## src/rtl/i2s_rx_framer.sv

```systemverilog
// I2S receive framer: samples SCK/WS/SD in the clk_i domain and assembles left/right words.
// Define I2S_RX_SYNC_EN to add a two-flop synchroniser on sck_i, ws_i and sd_i.
module i2s_rx_framer #(
    parameter int unsigned DATA_WIDTH = 24,
    parameter int unsigned CNT_WIDTH  = 5
) (
    input  logic                  clk_i,
    input  logic                  rst_i,
    input  logic                  sck_i,
    input  logic                  ws_i,
    input  logic                  sd_i,
    output logic [CNT_WIDTH-1:0]  bit_idx_o,
    output logic                  bit_we_o,
    output logic [DATA_WIDTH-1:0] left_o,
    output logic [DATA_WIDTH-1:0] right_o,
    output logic                  valid_o,
    output logic                  chan_o
);
    localparam logic [CNT_WIDTH-1:0] MaxIdx = CNT_WIDTH'(DATA_WIDTH - 1);
    localparam logic [CNT_WIDTH-1:0] CntMax = '1;
    localparam logic [CNT_WIDTH:0]   DataW  = (CNT_WIDTH + 1)'(DATA_WIDTH);

    typedef enum logic {StIdle, StShift} state_e;

    // {sck, ws, sd} as seen by the edge detector
    logic [2:0] pins_s;

`ifdef I2S_RX_SYNC_EN
    logic [2:0] meta_q;
    logic [2:0] sync_q;

    always_ff @(posedge clk_i or posedge rst_i) begin
        if (rst_i) begin
            meta_q <= '0;
            sync_q <= '0;
        end else begin
            meta_q <= {sck_i, ws_i, sd_i};
            sync_q <= meta_q;
        end
    end

    assign pins_s = sync_q;
`else
    assign pins_s = {sck_i, ws_i, sd_i};
`endif

    logic [2:0]            pins_q;
    logic                  sck_prev_q;
    logic                  ws_last_q;
    logic                  primed_q;
    state_e                state_q;
    logic [CNT_WIDTH-1:0]  cnt_q;
    logic [DATA_WIDTH-1:0] word_q;
    logic                  chan_q;

    logic                  sck_rise;
    logic                  ws_s;
    logic                  sd_s;
    logic                  ws_edge;
    logic [DATA_WIDTH-1:0] word_upd;

    always_ff @(posedge clk_i or posedge rst_i) begin
        if (rst_i) begin
            pins_q     <= '0;
            sck_prev_q <= 1'b0;
        end else begin
            pins_q     <= pins_s;
            sck_prev_q <= pins_q[2];
        end
    end

    assign sck_rise = pins_q[2] & ~sck_prev_q;
    assign ws_s     = pins_q[1];
    assign sd_s     = pins_q[0];
    // The first SCK rise after reset only seeds ws_last_q, so a reset released
    // mid-frame cannot start capturing in the middle of a word.
    assign ws_edge  = sck_rise & primed_q & (ws_s != ws_last_q);

    always_comb begin
        bit_we_o  = sck_rise & (state_q == StShift) & ({1'b0, cnt_q} < DataW);
        bit_idx_o = bit_we_o ? (MaxIdx - cnt_q) : '0;
        word_upd  = word_q;
        if (bit_we_o) begin
            word_upd[bit_idx_o] = sd_s;
        end
    end

    always_ff @(posedge clk_i or posedge rst_i) begin
        if (rst_i) begin
            ws_last_q <= 1'b0;
            primed_q  <= 1'b0;
            state_q   <= StIdle;
            cnt_q     <= '0;
            word_q    <= '0;
            chan_q    <= 1'b0;
            left_o    <= '0;
            right_o   <= '0;
            valid_o   <= 1'b0;
            chan_o    <= 1'b0;
        end else begin
            valid_o <= 1'b0;
            if (sck_rise) begin
                ws_last_q <= ws_s;
                primed_q  <= 1'b1;
                unique case (state_q)
                    StIdle: begin
                        if (ws_edge) begin
                            state_q <= StShift;
                            cnt_q   <= '0;
                            word_q  <= '0;
                            chan_q  <= ws_s;
                        end
                    end
                    StShift: begin
                        if (ws_edge) begin
                            // This rise still carries the finishing word's last slot.
                            if (chan_q) begin
                                right_o <= word_upd;
                            end else begin
                                left_o <= word_upd;
                            end
                            chan_o  <= chan_q;
                            valid_o <= 1'b1;
                            cnt_q   <= '0;
                            word_q  <= '0;
                            chan_q  <= ws_s;
                        end else begin
                            word_q <= word_upd;
                            if (cnt_q != CntMax) begin
                                cnt_q <= cnt_q + CNT_WIDTH'(1);
                            end
                        end
                    end
                    default: state_q <= StIdle;
                endcase
            end
        end
    end

endmodule

```

## config.mk

```make
export PLATFORM = sky130hd
export DESIGN_NAME = i2s_rx_framer
export DESIGN_NICKNAME = d
export VERILOG_FILES = /design/src/rtl/i2s_rx_framer.sv
export SDC_FILE = /design/constraint.sdc
export NUM_CORES = 1
export LEC_CHECK = 0
export ABC_AREA = 0
export CORE_MARGIN = 2
export CORE_UTILIZATION = 54
export DETAILED_ROUTE_END_ITERATION = 12
export GPL_ROUTABILITY_DRIVEN = 0
export PLACE_DENSITY = 0.86
export SETUP_SLACK_MARGIN = 0.2
export SLEW_MARGIN = 20
export SYNTH_ARGS = -nofsm -noshare
export SYNTH_HDL_FRONTEND = slang
export SYNTH_SLANG_ARGS = --single-unit
```

## constraint.sdc

```tcl
create_clock -name clk_i -period 3.63 [get_ports clk_i]
set_input_delay 0.726 -clock clk_i [delete_from_list [all_inputs] [get_ports clk_i]]
set_output_delay 0.726 -clock clk_i [all_outputs]
set_load 0.05 [all_outputs]
```

; Word level (Yosys, flattened, before mapping)
; Index checks and enable logic that the tools add are counted.
[totals]
ff_bits = 87
out_inout_bits = 56
wordCells = 53
[classes]
n_addsub = 2
n_lt_le_gt_ge = 3
n_eq_ne = 4
muxes = 17
n_bitwise = 8
reduce_logical = 7
[op_table]
columns = cell, n
row1 = 24-bit two-way mux, 3
row2 = 24-bit case mux with 2 select lines, 1
row3 = 24-bit bitwise mux, 1
row4 = 5-bit two-way mux, 4
row5 = 5-bit case mux with 2 select lines, 1
row6 = 4-bit AND reduction, 2
row7 = "5-bit by 6-bit less-than comparator with 1-bit output, second input constant", 1
row8 = 1-bit two-way mux, 6
row9 = 3-bit AND reduction, 2
row10 = "5-bit by 1-bit adder with 5-bit output, second input constant", 1
row11 = 1-bit AND, 5
row12 = 1-bit demux with 5-bit select, 1
row13 = "5-bit by 1-bit >= comparator with 1-bit output, second input constant", 1
row14 = "5-bit less-than comparator, second input constant", 1
row15 = "5-bit != test, second input constant", 1
row16 = "5-bit subtractor, first input constant", 1
row17 = 2-bit AND reduction, 2
row18 = "3-bit by 1-bit != test with 1-bit output, second input constant", 1
row19 = 1-bit NOT, 3
row20 = "2-bit != test, second input constant", 1
row21 = 1-bit logical AND, 1
row22 = 1-bit != test, 1

; Depth between registers and ports, before layout
[depth]
depth_word = 13
depth_mapped = 8
ltp_nobuf = 7

; Worst setup path before layout
; OpenSTA, ideal clock, no wires.
[synth_path]
kind = register to output
startpoint = reg cnt_q[4]
endpoint = out bit_idx_o[0]
arrival_ps = 1851
slack_ps = 1053
stages_incl_launch_ff = 7
n_path_buf = 3
path_cell_list = dfrtp_1 ha_1 nand4bb_1 buf_2 buf_2 buf_2 nor2_1
[synth_between]
elab_chain_cells = 3
[synth_rtl]
columns = element, line
row1 = "start, declared", 52  ; logic [CNT_WIDTH-1:0] cnt_q;
row2 = "start signal, assigned", 130  ; cnt_q <= cnt_q + CNT_WIDTH'(1);
row3 = 5-bit less-than comparator, 80  ; bit_we_o = sck_rise & (state_q == StShift) & ({1'b0, cnt_q} < DataW);
row4 = 1-bit AND, 80
row5 = 5-bit two-way mux, 81  ; bit_idx_o = bit_we_o ? (MaxIdx - cnt_q) : '0;
row6 = "end, declared", 12  ; output logic [CNT_WIDTH-1:0] bit_idx_o,
; Every way passes these cells.

; Worst setup path after layout
[layout_path]
startpoint = reg cnt_q[3]
endpoint = out bit_idx_o[2]
; Same word-level chain as after synthesis.

==> qor.yml <==
pwr:
  power_density_nw_per_um2: 466
  ir_drop_mv: 0.362
  p_clk_frac: 0.306
  power_frac_comb: 0.234
  net-switching-power_mw: 0.782
  p_leak_nw: 2.15
  p_int_mw: 1.57
  pwr-share-seq: 0.461
  swShare: 0.332
floorplan:
  die_h_um: 92.2
  die_w_um: 92.2
  pin_count: 61
  num_rows: 32
  fp.coreArea_um2: 7610
  floorplan.initialDensity: 0.552
  dieArea_um2: 8490
worst_setup_path:
  crit_fanout: 11
  crit_chain: "ha_1 -> nand4bb_1 -> nor2_1 -> clkdlybuf4s50_1"
  slowest_stage: "clkdlybuf4s50_1"
  worstPathArrival_ns: 2.38
  reg2reg_setup_slack_ns: 1.03
  required_ns: 2.90
  r2r_cells: 7
  max_stage_delay_ns: 0.83
  endpoint_kind: "output port"
  r2r-start: "cnt_q[3]"
  crit_type: "flop to output port"
  worstReg2RegEnd: "left_o[3]"
  worstSetupStartpointType: "flop"
route:
  antenna_left: 0
  drtIter0Drc: 427
  drc: 0
  postRouteWirelength_um: 9260
  first_pass_iters: 6
  routedWlPerCell_um: 17.0
  vias: 3252
  viasPerCell: 5.98
timing:
  worst_pin_slew_ns: 0.840
  setup_tns_ns: 0
  hold_viol_final: 0
  fin_crit_ns: 3.10
  setup_viol: 0
  fin_crit_sh: 0.854
  maxSlewHeadroom: 0.440
  fin_skew_ns: 0.0118
  slew_viol_final: 0
  clock.fmax_ghz: 0.322
  rsz0062_at_grt: "false"
grt:
  grt_use_total: 0.233
  antenna_found_initial: 0
  grt_pass1_vias: 3075
  use_met2: 0.362
  met3_usage: 0.0468
  grt_pass1_wl_um: 15600
  grt.busiest_layer: "met2"
  grt_use_met1: 0.327
  grt_max_degree: 47
  overflow: 0
synth:
  synth_compound_area_frac: 0.132
  synth_xor_xnor_area_share: 0.00656
  ys_seq_elements: 87
  synth_warnings: 0
  synthSimpleGateAreaFrac: 0.144
  ys_types: 47
  synth_ff_type: "dfrtp_1"
  synth.area.mux_share: 0.135
  syn_inst: 387
  synthAdderAreaFrac: 0.00894
  synth_nets: 395
  avgSynthCellArea_um2: 10.8
  synth_top_family_by_area: "simple AND/OR/NAND/NOR gates"
  synth_largest_area_cell: "dfrtp_1"
  seq_area_frac_synth: 0.519
  async_flop_share: 1.00
  netlist_area_um2: 4200
  synth_edf_count: 0
  yosysTopAreaCellShare: 0.519
  ys_top_cells_by_area: "dfrtp_1, mux2_2, o2bb2ai_1"
final_layout:
  area_growth_pct: 20.4
  stdcell_count: 544
  drive_above_1_share: 0.179
  mostFrequentLayoutCell: "dfrtp_1"
  finalNetCount: 445
  final_cell_mix: "dfrtp_1, clkdlybuf4s50_1, mux2_2"
  postLayoutCoreUtil: 0.664
  antenna_cells: 0
clocking:
  max-clock-path-buffers: 2
  clock_latency_ns: 0.36
  cts_resized: 0
  cts_tree: "done"
  clk_pin_slew_ns: 0.09
  htree_levels: 3
  cts_hold_buf: 0
  cts_setup_buffers: 0
  numCtsBuffers: 9
  clkSinkCount: 87
  cts-root-buf: "clkbuf_8"
place:
  portBuffers: 60
  hpwl_um: 6250
  place_inst: 528
worst_hold_path:
  hold_class: "flop to flop"
  min_path_cells: 1
  hp-start: "word_q[4]"
  holdPathEnd: "word_q[4]"
run_status:
  status: "finished, final reports clean"
flow_run:
  maxCapViolCount: 0
-- kinds of logic after synthesis --
kind of cell    after synthesis
compound gates               85
xor+xnor                      1
fa+ha+maj                     3
buf+inv                      48
flops                        87
mux                          51
simple gates                112
-- critical path, delay by kind of cell (launching register included) --
kind	cells	cell delay (ns)
flip-flops	1	0.50
AND/OR/NAND/NOR	2	0.45
adder cells (fa/ha/maj)	1	0.24
buffers and inverters	1	0.83
-- cells in the mapped netlist (2+ instances only) --
| cell type | instances |
|---|---|
| nor2b_1 | 2 |
| inv_1 | 21 |
| nor3_1 | 21 |
| or2_2 | 2 |
| nand2b_1 | 6 |
| and3_1 | 2 |
| nand2_1 | 27 |
| nand3_1 | 2 |
| clkbuf_1 | 9 |
| dfrtp_1 | 87 |
| or3_1 | 4 |
| nor3_2 | 2 |
| nor2_1 | 21 |
| mux2_2 | 45 |
| ha_1 | 3 |
| or3b_1 | 2 |
| clkbuf_2 | 2 |
| buf_4 | 3 |
| o22ai_1 | 18 |
| buf_2 | 9 |
| and2_1 | 2 |
| o2bb2ai_1 | 20 |
| o21ai_0 | 27 |
| nand3b_1 | 3 |
| nand4b_1 | 3 |
| a21oi_1 | 8 |
| o21ai_1 | 2 |
| or2_1 | 2 |
| mux2i_1 | 5 |
| nor4_1 | 4 |
| a21o_1 | 4 |
| buf_6 | 3 |
| a22o_1 | 2 |
-- metrics by stage --
step	hold WS, ns	cell area, µm²	setup slack (ns)	total power, mW
after detailed placement	0.466	4840	0.939	1.65
after CTS	0.484	5050	0.538	2.37
final	0.482	5050	0.528	2.36
after global placement	0.458	4840	1.03	1.64
after global routing	0.491	5050	0.422	2.46
after floorplan	0.437	4200	0.654	1.49
-- area by class of cell --
cell class                      instances  area (µm²)
Clock buffer                           12         165
Clock inverter                          4        52.6
Fill cell                             571        2550
Inverter                               21        80.1
Multi-Input combinational cell        252        1800
Sequential cell                        87        2180
Tap cell                              102         128
Timing Repair Buffer                   66         653
-- flip-flops by register name, indices dropped and copies added (netlist names) --
name and cells:
word_q 24, primed_q 1, pins_q 3, chan_q 1
left_o 24, cnt_q 5, state_q 1, right_o 24
chan_o 1, valid_o 1, ws_last_q 1, sck_prev_q 1
-- power by group through the flow --
stage	logic, mW	clock network, mW	registers [mW]
2_1_floorplan	0.266	0	1.23
3_5_place_dp	0.547	0	1.10
6_report	0.551	0.720	1.09
3_3_place_gp	0.541	0	1.10
4_1_cts	0.551	0.731	1.08
5_1_grt	0.582	0.777	1.10
-- per-layer routing --
layer / share of wire / wire, µm
met1: 0.43 / 3980
met2: 0.48 / 4440
met3: 0.069 / 636
met4: 0.022 / 200
met5: 0 / 0
-- worst max path at each step --
stage | start | end | slack (ns) | cells after the start
after floorplan | rst_i | chan_o | 0.65 | 1
after global placement | cnt_q[3] | bit_idx_o[4] | 1.03 | 4
after detailed placement | cnt_q[3] | bit_idx_o[2] | 0.94 | 4
after CTS | cnt_q[3] | bit_idx_o[2] | 0.54 | 4
after global routing | cnt_q[3] | bit_idx_o[3] | 0.42 | 6
final | cnt_q[3] | bit_idx_o[2] | 0.53 | 4
(Power assumes the default switching activity.)
==> patch: new RTL, same settings <==
Build with the macro `I2S_RX_SYNC_EN` defined.
--- a/src/rtl/i2s_rx_framer.sv
+++ b/src/rtl/i2s_rx_framer.sv
@@ -2,2 +2,4 @@
 // Define I2S_RX_SYNC_EN to add a two-flop synchroniser on sck_i, ws_i and sd_i.
+`define I2S_RX_SYNC_EN
+
 module i2s_rx_framer #(
Formal check against the unedited RTL: not equivalent (Yosys sat finds a counterexample within 10 cycles, from zero or initial values and one cycle with rst_i high).
==> patch against the original RTL <==
Sequential cell count up 6. Design area up 3.8%. Utilization up 1.5 points. Combinational power down 21%. Clock power down 4.2%. Area after synthesis up 2.9%. Count of clock-buffer cells in the layout down 2. Power down 4.2%. Sequential share of layout area up 1.3 points. Wire length up 6.6%. Global-route usage up 0.68 points. Setup slack better by 320 ps. Critical path type unchanged.
==> patch: results (changes against the original RTL) <==
| Metric | Value |
|---|---|
| Number of DRC markers in iteration 0 | 331 (was 427) |
| Dpl hpwl | 6760 um (was 6250 um) |
| Leading post-synthesis cells by cell area | dfrtp_1 (54%), mux2_2 (11%), o2bb2ai_1 (4.1%) (was dfrtp_1 (52%), mux2_2 (12%), o2bb2ai_1 (4.2%)) |
| CP Max Fanout | 12 (was 11) |
| FF-to-FF setup slack | 1230 ps (was 1030 ps) |
| Seq/Total Area, Yosys | 0.539 (was 0.519) |
| Fillers | 558 (was 571) |
| Clock skew | 14.6 ps (was 11.8 ps) |
| Largest delay share family, worst path | flip-flops (was buffers and inverters) |
| Leakage power | 0.00228 uW (was 0.00215 uW) |
| Syn Nets | 402 (was 395) |
| DRT Pass-1 Iters | 5 (was 6) |
| Share of cells above drive strength 1 | 0.179 (about the same) |
| Reg2Reg Depth | 6 (was 7) |
| Max IR drop VDD | 295 uV (was 362 uV) |
| Synth cell types | 45 (was 47) |
| CP max-delay cell | dfrtp_1 (was clkdlybuf4s50_1) |
| Placed Area | 5050 um2 (was 4840 um2) |
| Largest net degree at the start of global routing | 51 (was 47) |
| Largest regs | left_o x24, right_o x24, word_q x24 (unchanged) |
| Reg-to-Reg End | left_o[4] (was left_o[3]) |
| Slew at the pin with the worst max-slew slack | 857 ps (was 840 ps) |
| Vias in the first global route | 3260 (was 3075) |
| DR vias/cell | 6.01 (was 5.98) |
| Most frequent cells after synthesis | dfrtp_1 (93), mux2_2 (44), o21ai_0 (34) (was dfrtp_1 (87), mux2_2 (45), nand2_1 (27), o21ai_0 (27)) |
| Wire per inst | 17.8 um (was 17.0 um) |
| Status | finished clean (unchanged) |
| Max incr delay on CP | 520 ps (was 830 ps) |
| First-pass GRT wire length | 16100 um (was 15600 um) |
| GRT Util Overall | 0.240 (was 0.233) |
| Crit path arrival time | 2060 ps (was 2380 ps) |
| Worst setup path end | bit_idx_o[3] (was bit_idx_o[2]) |
| Final nets | 457 (was 445) |
## patch: cell count changes after synthesis, moves of 5 or more
cell      delta
inv_1        +6
nor2_1       -5
dfrtp_1      +6
o21ai_0      +7
a21oi_1      -6
buf_2        -7
clkbuf_1     +6
## patch: logic make-up after synthesis
group	Yosys count	share of synthesized area
xor+xnor	2	0.00580
simple gates	108	0.135
flops	93	0.539
compound gates	89	0.134
fa+ha+maj	3	0.00869
mux	49	0.127
buf+inv	50	0.0510
## patch: how the worst min path moves through the flow
stage / from / endpoint / depth (start not counted)
floorplan: pins_s[0] / pins_q[0] / 0
global route: meta_q[1] / pins_s[1] / 0
CTS: pins_s[2] / pins_q[2] / 0
global placement: meta_q[0] / pins_s[0] / 0
detailed placement: pins_s[1] / pins_q[1] / 0
finish: pins_s[2] / pins_q[2] / 0
## patch: area by class of cell
class | count | area, um2 | area share
Clock buffer | 10 | 138 | 0.0262
Clock inverter | 5 | 60.1 | 0.0114
Inverter | 28 | 106 | 0.0203
Multi-Input combinational cell | 251 | 1770 | 0.337
Sequential cell | 93 | 2330 | 0.443
Tap cell | 102 | 128 | 0.0243
Timing Repair Buffer | 66 | 718 | 0.137
## patch: layer usage
layer	GRT usage	vias up	wire (um)
met1	0.336	1619	4170
met2	0.366	182	4700
li1	-	1509	-
met5	0	-	0
met3	0.0363	26	731
met4	0.121	0	260
## patch: through the flow
stage,worst slack (ps),total power (uW),instances,utilization,hold slack [ps]
CTS,853,2260,555,0.679,355
finish,844,2260,555,0.679,354
global route,739,2350,555,0.679,363
global placement,1330,1570,540,0.653,333
floorplan,484,1440,394,-,331
detailed placement,1260,1580,540,0.653,336
## patch: power breakdown
group	leakage [uW]	switching, uW	internal (uW)
logic	0.000930	293	143
registers	0.00125	55.0	1080
clock network	0.0000987	354	336
total	0.00228	702	1560
## patch: worst register-to-register path, stage by stage, from the launching register on
cell and delay (ps):
dfrtp_1 490, ha_1 260, nand4bb_1 300, buf_4 330, nor4_1 440, mux2i_1 310
a21oi_1 110
